==> src/rtl/bist_pkg.sv <==
`default_nettype none
// +----------------------------------------------------------------------+
// | Module   : bist_pkg                                                  |
// | Purpose  : Shared FSM state enum and BILBO mode encodings for the    |
// |            BIST controller.                                          |
// | Contents : state_t, mode_t, MODE_NORMAL/MODE_SHIFT/MODE_MISR,        |
// |            is_busy() helper.                                         |
// | Revision : 1.0 - initial release                                     |
// +----------------------------------------------------------------------+
package bist_pkg;

  typedef enum logic [2:0] {
    ST_IDLE   = 3'd0,
    ST_SEED   = 3'd1,
    ST_RUN    = 3'd2,
    ST_UNLOAD = 3'd3,
    ST_DONE   = 3'd4
  } state_t;

  // BILBO mode control pair. b2 is driven raw; the OR(b2, ~b1) term
  // lives outside this block.
  typedef struct packed {
    logic b1;
    logic b2;
  } mode_t;

  localparam mode_t MODE_NORMAL = 2'b10;
  localparam mode_t MODE_SHIFT  = 2'b01;
  localparam mode_t MODE_MISR   = 2'b11;

  function automatic logic is_busy(input state_t s);
    return (s != ST_IDLE);
  endfunction

endpackage
`default_nettype wire

==> src/rtl/bist_ctrl_if.sv <==
`default_nettype none
// +----------------------------------------------------------------------+
// | Module   : bist_ctrl_if                                              |
// | Purpose  : Bundle of the BIST controller request/response and scan   |
// |            chain control signals.                                    |
// | Modports : master - test requester / chain model side                |
// |            slave  - bist_ctrl side                                   |
// | Signals  : start, abort, seed, golden, num_cycles, scan_out (to      |
// |            controller); b1, b2, sel, scan_in, busy, done, pass,      |
// |            signature (from controller).                              |
// | Revision : 1.0 - initial release                                     |
// +----------------------------------------------------------------------+
interface bist_ctrl_if #(
  parameter int CHAIN_LEN = 16,
  parameter int CNT_W     = 16
);
  logic                 start;
  logic                 abort;
  logic [CHAIN_LEN-1:0] seed;
  logic [CHAIN_LEN-1:0] golden;
  logic [CNT_W-1:0]     num_cycles;
  logic                 scan_out;
  logic                 b1;
  logic                 b2;
  logic                 sel;
  logic                 scan_in;
  logic                 busy;
  logic                 done;
  logic                 pass;
  logic [CHAIN_LEN-1:0] signature;

  modport master (
    output start, abort, seed, golden, num_cycles, scan_out,
    input  b1, b2, sel, scan_in, busy, done, pass, signature
  );

  modport slave (
    input  start, abort, seed, golden, num_cycles, scan_out,
    output b1, b2, sel, scan_in, busy, done, pass, signature
  );
endinterface
`default_nettype wire

==> src/rtl/bist_counter.sv <==
`default_nettype none
// +----------------------------------------------------------------------+
// | Module   : bist_counter                                              |
// | Purpose  : Loadable down-counter timing each BIST phase. Holds at    |
// |            zero instead of wrapping.                                 |
// | Ports    : clk, rst      - clock, synchronous active-high reset      |
// |            load/load_val - reload (priority over dec)                |
// |            dec           - decrement when non-zero                   |
// |            zero          - count == 0                                |
// | Revision : 1.0 - initial release                                     |
// +----------------------------------------------------------------------+
module bist_counter #(
  parameter int CNT_W = 16
) (
  input  wire logic             clk,
  input  wire logic             rst,
  input  wire logic             load,
  input  wire logic [CNT_W-1:0] load_val,
  input  wire logic             dec,
  output      logic             zero
);

  logic [CNT_W-1:0] r_count;

  always_ff @(posedge clk) begin
    if (rst) begin
      r_count <= '0;
    end else if (load) begin
      r_count <= load_val;
    end else if (dec && (r_count != '0)) begin
      r_count <= r_count - CNT_W'(1);
    end
  end

  assign zero = (r_count == '0);

endmodule
`default_nettype wire

==> src/rtl/bist_ctrl.sv <==
`default_nettype none
// +----------------------------------------------------------------------+
// | Module   : bist_ctrl                                                 |
// | Purpose  : BILBO self-test sequencer: shifts a seed into the chain,  |
// |            runs MISR compaction for num_cycles, unloads the          |
// |            signature and compares it against a golden value.        |
// | Ports    : clk  - clock                                              |
// |            rst  - synchronous active-high reset                      |
// |            bus  - bist_ctrl_if.slave (start/abort/seed/golden/       |
// |                   num_cycles/scan_out in; b1/b2/sel/scan_in/busy/    |
// |                   done/pass/signature out)                           |
// | Revision : 1.0 - initial release                                     |
// +----------------------------------------------------------------------+
module bist_ctrl #(
  parameter int CHAIN_LEN = 16,
  parameter int CNT_W     = 16
) (
  input wire logic   clk,
  input wire logic   rst,
  bist_ctrl_if.slave bus
);

  import bist_pkg::*;

  // Each shift phase runs CHAIN_LEN cycles: the counter is loaded with
  // N-1 and the phase ends on the cycle where it reads zero.
  localparam logic [CNT_W-1:0] LAST_SHIFT = CNT_W'(CHAIN_LEN - 1);

  state_t               r_state;
  state_t               w_next_state;
  logic                 w_cnt_load;
  logic [CNT_W-1:0]     w_cnt_load_val;
  logic                 w_cnt_dec;
  logic                 w_cnt_zero;
  logic                 w_accept;
  logic                 w_abort;

  logic [CHAIN_LEN-1:0] r_seed_sr;
  logic [CHAIN_LEN-1:0] r_golden;
  logic [CNT_W-1:0]     r_num;
  logic [CHAIN_LEN-1:0] r_signature;
  logic                 r_pass;
  logic [CHAIN_LEN-1:0] w_sig_next;

  mode_t                w_mode;
  logic                 w_sel;
  logic                 w_scan_in;
  logic                 w_done;

  bist_counter #(
    .CNT_W (CNT_W)
  ) u_counter (
    .clk      (clk),
    .rst      (rst),
    .load     (w_cnt_load),
    .load_val (w_cnt_load_val),
    .dec      (w_cnt_dec),
    .zero     (w_cnt_zero)
  );

  assign w_abort    = bus.abort && (r_state != ST_IDLE);
  assign w_sig_next = {bus.scan_out, r_signature[CHAIN_LEN-1:1]};

  // ---------------------------------------------------------------- FSM
  always_ff @(posedge clk) begin
    if (rst) begin
      r_state <= ST_IDLE;
    end else begin
      r_state <= w_next_state;
    end
  end

  always_comb begin
    w_next_state   = r_state;
    w_cnt_load     = 1'b0;
    w_cnt_load_val = '0;
    w_cnt_dec      = 1'b0;
    w_accept       = 1'b0;

    unique case (r_state)
      ST_IDLE: begin
        if (bus.start) begin
          w_accept       = 1'b1;
          w_next_state   = ST_SEED;
          w_cnt_load     = 1'b1;
          w_cnt_load_val = LAST_SHIFT;
        end
      end
      ST_SEED: begin
        if (w_cnt_zero) begin
          w_cnt_load = 1'b1;
          // A zero run length skips MISR compaction entirely.
          if (r_num == '0) begin
            w_next_state   = ST_UNLOAD;
            w_cnt_load_val = LAST_SHIFT;
          end else begin
            w_next_state   = ST_RUN;
            w_cnt_load_val = r_num - CNT_W'(1);
          end
        end else begin
          w_cnt_dec = 1'b1;
        end
      end
      ST_RUN: begin
        if (w_cnt_zero) begin
          w_next_state   = ST_UNLOAD;
          w_cnt_load     = 1'b1;
          w_cnt_load_val = LAST_SHIFT;
        end else begin
          w_cnt_dec = 1'b1;
        end
      end
      ST_UNLOAD: begin
        if (w_cnt_zero) begin
          w_next_state = ST_DONE;
        end else begin
          w_cnt_dec = 1'b1;
        end
      end
      ST_DONE: begin
        w_next_state = ST_IDLE;
      end
      default: begin
        w_next_state = ST_IDLE;
      end
    endcase

    // Abort overrides whatever the phase logic decided.
    if (w_abort) begin
      w_next_state   = ST_IDLE;
      w_cnt_load     = 1'b1;
      w_cnt_load_val = '0;
      w_cnt_dec      = 1'b0;
    end
  end

  // ------------------------------------------------------------ datapath
  // Seed/golden/run length are captured on the accepted start so that
  // the test is immune to later changes on the inputs.
  always_ff @(posedge clk) begin
    if (rst) begin
      r_seed_sr   <= '0;
      r_golden    <= '0;
      r_num       <= '0;
      r_signature <= '0;
      r_pass      <= 1'b0;
    end else if (w_accept) begin
      r_seed_sr   <= bus.seed;
      r_golden    <= bus.golden;
      r_num       <= bus.num_cycles;
      r_signature <= '0;
      r_pass      <= 1'b0;
    end else if (w_abort) begin
      r_pass <= 1'b0;
    end else begin
      // Seed is consumed LSB first; shifting right keeps the next bit at [0].
      if (r_state == ST_SEED) begin
        r_seed_sr <= r_seed_sr >> 1;
      end
      if (r_state == ST_UNLOAD) begin
        r_signature <= w_sig_next;
        if (w_cnt_zero) begin
          r_pass <= (w_sig_next == r_golden);
        end
      end
    end
  end

  // ------------------------------------------------------ Moore outputs
  always_comb begin
    w_mode    = MODE_NORMAL;
    w_sel     = 1'b1;
    w_scan_in = 1'b0;
    w_done    = 1'b0;

    unique case (r_state)
      ST_IDLE: begin
        w_sel = 1'b0;
      end
      ST_SEED: begin
        w_mode    = MODE_SHIFT;
        w_scan_in = r_seed_sr[0];
      end
      ST_RUN: begin
        w_mode = MODE_MISR;
      end
      ST_UNLOAD: begin
        w_mode = MODE_SHIFT;
      end
      ST_DONE: begin
        w_done = 1'b1;
      end
      default: begin
        w_sel = 1'b0;
      end
    endcase
  end

  assign bus.b1        = w_mode.b1;
  assign bus.b2        = w_mode.b2;
  assign bus.sel       = w_sel;
  assign bus.scan_in   = w_scan_in;
  assign bus.busy      = is_busy(r_state);
  assign bus.done      = w_done;
  assign bus.pass      = r_pass;
  assign bus.signature = r_signature;

endmodule
`default_nettype wire

==> src/flat_wrapper.sv <==
// flat-port wrapper written by rule: the top's interface ports become plain ports
module bist_ctrl_flat import bist_pkg::*;
#(
  parameter int CHAIN_LEN = 16,
  parameter int CNT_W     = 16
)
  (clk, rst, bus_start, bus_abort, bus_seed, bus_golden, bus_num_cycles, bus_scan_out, bus_b1, bus_b2, bus_sel, bus_scan_in, bus_busy, bus_done, bus_pass, bus_signature);
  bist_ctrl_if #(.CHAIN_LEN(CHAIN_LEN), .CNT_W(CNT_W)) bus_i ();
  input wire logic clk;
  input wire logic rst;
  input wire logic [$bits(bus_i.start)-1:0] bus_start;
  input wire logic [$bits(bus_i.abort)-1:0] bus_abort;
  input wire logic [$bits(bus_i.seed)-1:0] bus_seed;
  input wire logic [$bits(bus_i.golden)-1:0] bus_golden;
  input wire logic [$bits(bus_i.num_cycles)-1:0] bus_num_cycles;
  input wire logic [$bits(bus_i.scan_out)-1:0] bus_scan_out;
  output wire logic [$bits(bus_i.b1)-1:0] bus_b1;
  output wire logic [$bits(bus_i.b2)-1:0] bus_b2;
  output wire logic [$bits(bus_i.sel)-1:0] bus_sel;
  output wire logic [$bits(bus_i.scan_in)-1:0] bus_scan_in;
  output wire logic [$bits(bus_i.busy)-1:0] bus_busy;
  output wire logic [$bits(bus_i.done)-1:0] bus_done;
  output wire logic [$bits(bus_i.pass)-1:0] bus_pass;
  output wire logic [$bits(bus_i.signature)-1:0] bus_signature;
  assign bus_i.start = bus_start;
  assign bus_i.abort = bus_abort;
  assign bus_i.seed = bus_seed;
  assign bus_i.golden = bus_golden;
  assign bus_i.num_cycles = bus_num_cycles;
  assign bus_i.scan_out = bus_scan_out;
  assign bus_b1 = bus_i.b1;
  assign bus_b2 = bus_i.b2;
  assign bus_sel = bus_i.sel;
  assign bus_scan_in = bus_i.scan_in;
  assign bus_busy = bus_i.busy;
  assign bus_done = bus_i.done;
  assign bus_pass = bus_i.pass;
  assign bus_signature = bus_i.signature;
  bist_ctrl #(.CHAIN_LEN(CHAIN_LEN), .CNT_W(CNT_W)) u_core (.clk(clk), .rst(rst), .bus(bus_i));
endmodule
==> config.mk <==
export PLATFORM = sky130hd
export DESIGN_NAME = bist_ctrl_flat
export DESIGN_NICKNAME = d
export VERILOG_FILES = /design/src/rtl/bist_pkg.sv /design/src/rtl/bist_ctrl_if.sv /design/src/rtl/bist_counter.sv /design/src/rtl/bist_ctrl.sv /design/src/flat_wrapper.sv
export SDC_FILE = /design/constraint.sdc
export NUM_CORES = 1
export LEC_CHECK = 0
export ABC_AREA = 1
export BUFFER_PORTS_ARGS = -buffer_cell sky130_fd_sc_hd__buf_2
export CORE_AREA = 2 2 91 93
export CTS_CLUSTER_DIAMETER = 50
export DETAILED_ROUTE_END_ITERATION = 8
export DIE_AREA = 0 0 93 95
export HOLD_SLACK_MARGIN = 0.02
export PLACE_DENSITY = 0.82
export SLEW_MARGIN = 20
export SYNTH_ARGS = -nofsm -noshare
export SYNTH_HDL_FRONTEND = slang
export SYNTH_SLANG_ARGS = --single-unit
==> constraint.sdc <==
create_clock -name clk -period 4.9 [get_ports clk]
set_input_delay 0.735 -clock clk [delete_from_list [all_inputs] [get_ports clk]]
set_output_delay 0.735 -clock clk [all_outputs]
set_load 0.02 [all_outputs]
* Word level (Yosys, flattened, before mapping)
Cells that the tools add are included.
** Cells by class
- Add/sub/neg operators :: 2
- Equality and inequality tests :: 10
- Muxes and demuxes :: 29
- Bitwise gates (word level) :: 1
- Reduce and logical (&&, ||, !) cells :: 20
** Operators by type and width (number)
- two-way mux 16 bit :: 8
- case mux 16 bit (3 select lines) :: 1
- zero test 16 bit :: 2
- subtractor 16 x 1 -> 16 bit, second input constant :: 2
- equality test 16 bit :: 1
- nonzero test 16 bit :: 1
- two-way mux 3 bit :: 4
- case mux 3 bit (4 select lines) :: 1
- two-way mux 1 bit :: 11
- two-way mux 4 bit :: 2
- inequality test 2 bit, second input constant :: 4
- OR reduction 2 bit :: 4
- equality test 3 x 2 -> 1 bit, second input constant :: 2
- AND reduction 2 bit :: 3
- OR reduction 3 bit :: 2
- case mux 2 bit (2 select lines) :: 1
- AND reduction 4 bit :: 1
- nonzero test 2 bit :: 2
- OR reduction 4 bit :: 1
- equality test 3 x 1 -> 1 bit, second input constant :: 1
- equality test 3 bit, second input constant :: 1
- zero test 3 bit :: 1
- nonzero test 3 bit :: 1
- logical AND 1 bit :: 2
- 3 further kinds :: 3
** Word-level totals
- Bits in registers :: 84
- Output and inout port bits :: 23

* Logic depth before layout (Yosys ltp)
- Depth after elaboration :: 7
- Gate-level depth with buffers :: 15
- Mapped depth without buffers :: 14

* Modules after synthesis
Synthesis repeated with hierarchy kept, for this count alone.
** Second synthesis, totals
- Cells, all modules :: 733
- Area, all modules :: 4629.4 µm²
** Modules (own cells, without submodules)
- bist_ctrl :: instances 1, cells each 521, area each 3434.5 µm², seq. area each 1361.3 µm²
- bist_counter :: instances 1, cells each 212, area each 1194.9 µm², seq. area each 320.3 µm²

* Worst setup path after synthesis
Ideal clock, no wire load.
- Path type :: register to output
- Start :: reg u_core.r_state[2]
- End :: out bus_sel
- Arrival time :: 1246 ps
- Required time :: 4165 ps
- Path slack :: 2919 ps
- Stages on the path, launching flop included :: 4
- Buffers on the path :: 0
- Path through :: dfxtp_1 > inv_2 > nor3_1 > or2_2
** On the way
- Cells in the longest elaborated chain, start to end :: 3
- Elaborated cells on any way between the ends :: 6
- Those cells by class :: 4 x eq/ne; 1 x mux; 1 x reduce/logical
** RTL lines
- from (decl) :: RTL line bist_ctrl.sv:29 : state_t r_state;
- from (signal assigned) :: RTL line bist_ctrl.sv:69 : r_state <= w_next_state;
- equality test 3 x 2 -> 1 bit (tied with other cells) :: RTL line bist_ctrl.sv:176 : unique case (r_state)
- OR reduction 4 bit (no line) *
- two-way mux 1 bit * :: RTL line bist_ctrl.sv:176
- to (decl) :: RTL line flat_wrapper.sv:19 : output wire logic [$bits(bus_i.sel)-1:0] bus_sel;
Every way passes the cells marked *; elsewhere a longest branch is shown, timed or not.

* Final worst setup path
- Start :: reg u_core.r_state[1]
- End :: reg u_core.u_counter.r_count[2]
** On the way
- Cells in the longest elaborated chain, start to end :: 6
- Elaborated cells on any way between the ends :: 17
- Those cells by class :: 3 x eq/ne; 7 x mux; 7 x reduce/logical
** RTL lines
- equality test 3 x 2 -> 1 bit or equality test 3 x 1 -> 1 bit (tied branches) :: RTL line bist_ctrl.sv:80 : unique case (r_state)
- OR reduction 3 bit (no line)
- two-way mux 1 bit
- two-way mux 1 bit :: RTL line bist_ctrl.sv:129 : if (w_abort) begin
- logical AND 1 bit :: RTL line bist_counter.sv:30 : end else if (dec && (r_count != '0)) begin
- nonzero test 2 bit (no line)
- to (signal assigned) :: RTL line bist_counter.sv:29 : r_count <= load_val;
- to (signal assigned) :: RTL line bist_counter.sv:31 : r_count <= r_count - CNT_W'(1);
- to (decl) :: RTL line bist_counter.sv:23 : logic [CNT_W-1:0] r_count;
Parallel ways exist; a longest one is shown, timed or not.
A chain may end at the register's enable or synchronous reset.

==> out/results.ini <==
[placed_design]
dpl.cell_count=832
place_congestion=0.909
port_buffers=75
placed_area_um2=4950
dp_hpwl_um=8370

[global_routing]
antenna_found_initial=0
gr-total-overflow=0
met2_usage_pct=47.3
met3_usage_pct=4.95
grt_usage_pct=27.3
grt_start_max_net_pins=54
top_usage_layer=met2
grt_pass1_vias=4324
grt_pass1_wl_um=19400
grt_use_met1_pct=33.9

[job]
cap_violations=0

[finish]
layout-drive-gt1-share_pct=17.2
stdcell_area_um2=5150
fin_cells=848
area_growth_pct=13.0
final-seq-area_um2=1680
multiInputGateArea_um2=2490
diodes=0
fillers=735
nets=795

[power]
power_density_nw_per_um2=618
vdd_ir_drop_max_mv=0.275
total_power_mw=3.19
p_leak_nw=2.43

[clock_network]
hold_buffers=0
clk_path_buf_depth=2
numCtsBuffers=9
cts_resized=0
clock-sinks=84
path_clk_slew_ns=0.09
cts_tree=yes
clock_latency_ns=0.35
cts-root-buf=clkbuf_8
cts_htree_levels=3
postCtsSetupBuffers=0

[worst_hold_path]
timing.hold.worst_path_depth=2
hold_start=u_core.r_seed_sr[2]
hold_end=u_core.r_seed_sr[1]
worstHoldPathType=flop to flop

[route]
firstDrtPassIters=5
drt_wl_total_um=11500
vias=4600
detail_route.drc_violations=0
ant_nets=0
dr.first_iter.drc_count=241
viasPerCell=5.42
wl_per_cell_um=13.6

[floorplan]
die_x_um=93
dieArea_um2=8840
die_y_um=95
io_pins=76
initial_utilization_pct=57.5
coreArea_um2=7930
rows=33

[worst_setup_path]
worstPathRequired_ns=5.15
endpoint_kind=flop
path_class=flop to flop
cp.arrival_ns=2.77
cp-start-kind=flop
ff2ff_path_depth=12
r2r_end=u_core.u_counter.r_count[2]
r2r_setup_slack_ns=2.38
r2r-start=u_core.r_state[1]
crit_fanout=53

[yosys]
synth_cell_types=36
ys_warn_count=0
synth_area_um2=4560
post_synth.cell_area_avg_um2=6.75
synth_seq_cells=84
synthesis.nets=732
seq_area_frac_synth_pct=36.9
synthCells=675

[timing]
final.period_utilization_pct=51.5
rsz0062_at_grt=false
setup_tns_ns=0
tightest_slew_ns=1.03
fin_hold_ws_ns=0.483
layout_min_cycle_time_ns=2.52
setup_violations=0
timing.fmax_mhz=396
drv_slew=0
skew_ns=0.00672
hold_viol_final=0
max_slew_margin_pct=31.2

[status]
status=finished, final reports clean

==> registers in the layout (all words and copies together), names as in the netlist <==
| signal | cells |
|---|---|
| u_core.bus.signature | 16 |
| u_core.r_golden | 16 |
| u_core.r_num | 16 |
| u_core.r_seed_sr | 16 |
| u_core.u_counter.r_count | 16 |
| u_core.r_state | 3 |
| u_core.bus.pass | 1 |
==> metrics by stage <==
step                setup WS [ns]  utilization (%)
floorplan                    2.92                -
global placement             2.34             62.5
detailed placement           2.27             62.5
CTS                          2.40             65.0
global route                 2.20             65.0
finish                       2.38             65.0
==> cell usage in the layout (no fill, tap or decap), drive strengths merged, types with 2 or more instances in the layout <==
master | Yosys | routed
nand3 | 45 | 45
o211ai | 2 | 2
inv | 69 | 72
xor2 | 16 | 16
o21ai | 61 | 61
clkinvlp | 0 | 2
xnor2 | 11 | 11
a311oi | 12 | 12
ha | 4 | 4
nor2 | 131 | 131
or2 | 4 | 4
nor3 | 7 | 7
buf | 15 | 77
nand2 | 145 | 145
dfxtp | 84 | 84
nand4 | 8 | 8
o21bai | 2 | 2
a21oi | 44 | 44
clkbuf | 10 | 10
==> power breakdown <==
| part | switching, mW | total [mW] | internal, mW |
|---|---|---|---|
| clock | 0.270 | 0.511 | 0.241 |
| sequential | 0.150 | 1.01 | 0.860 |
| combinational | 1.11 | 1.66 | 0.555 |
==> per-layer routing <==
layer	wire [um]	up-vias
li1	-	2304
met1	4940	2116
met2	5550	152
met3	722	28
met4	315	0
met5	0	-
==> worst max-delay path, stage by stage, from the launching register on <==
cell and delay [ns]:
dfxtp_1 0.49, nor2_4 0.07, nand2_2 0.12, inv_2 0.05
nand2_2 0.23, buf_4 0.47, nand2_1 0.12, inv_2 0.11
nand2_4 0.09, inv_2 0.23, nand2_2 0.19, o21bai_1 0.17
a21oi_1 0.06
==> logic make-up (layout without fill, tap and decap cells) <==
logic type	count (synthesis)	in the layout	share of synthesized area, %
and+or+nand+nor	342	342	33.2
AOI/OAI and AO/OA	124	124	15.1
buffers and inverters	94	162	8.57
DFF	84	84	36.9
xor gates and xnor gates	27	27	5.19
adders and majority gates	4	4	1.10
==> worst max path at each step <==
stage	end	start	cells after the start
2_1_floorplan	bus_sel	u_core.r_state[2]	3
6_report	u_core.u_counter.r_count[2]	u_core.r_state[1]	12
3_3_place_gp	u_core.u_counter.r_count[2]	bus_start	10
3_5_place_dp	u_core.u_counter.r_count[2]	bus_start	10
4_1_cts	u_core.u_counter.r_count[2]	u_core.r_state[0]	12
5_1_grt	u_core.u_counter.r_count[2]	u_core.r_state[1]	12
==> area by class of cell <==
class	instances	share of cell area, %
repair buffers	77	7.58
clock inverters	6	1.38
clock buffers	10	2.48
multi-input cells	497	48.3
inverters	69	5.08
flip-flops and latches	84	32.6
well taps	105	2.55
==> cells in the mapped netlist (all sizes together) <==
cell type,count,area share (%)
nand2,145,13
nor2,131,12
dfxtp,84,37
inv,69,5.7
o21ai,61,6.8
nand3,45,5.2
a21oi,44,4.8
xor2,16,3.1
buf,15,2.0
a311oi,12,2.3
xnor2,11,2.1
clkbuf,10,0.82
nand4,8,1.1
nor3,7,0.77
ha,4,1.1
or2,4,0.55
o211ai,2,0.33
o21bai,2,0.33
a211oi,1,0.16
a31oi,1,0.14
nand3b,1,0.16
nor4,1,0.14
o22a,1,0.19
Power figures use the tool's default switching activity.
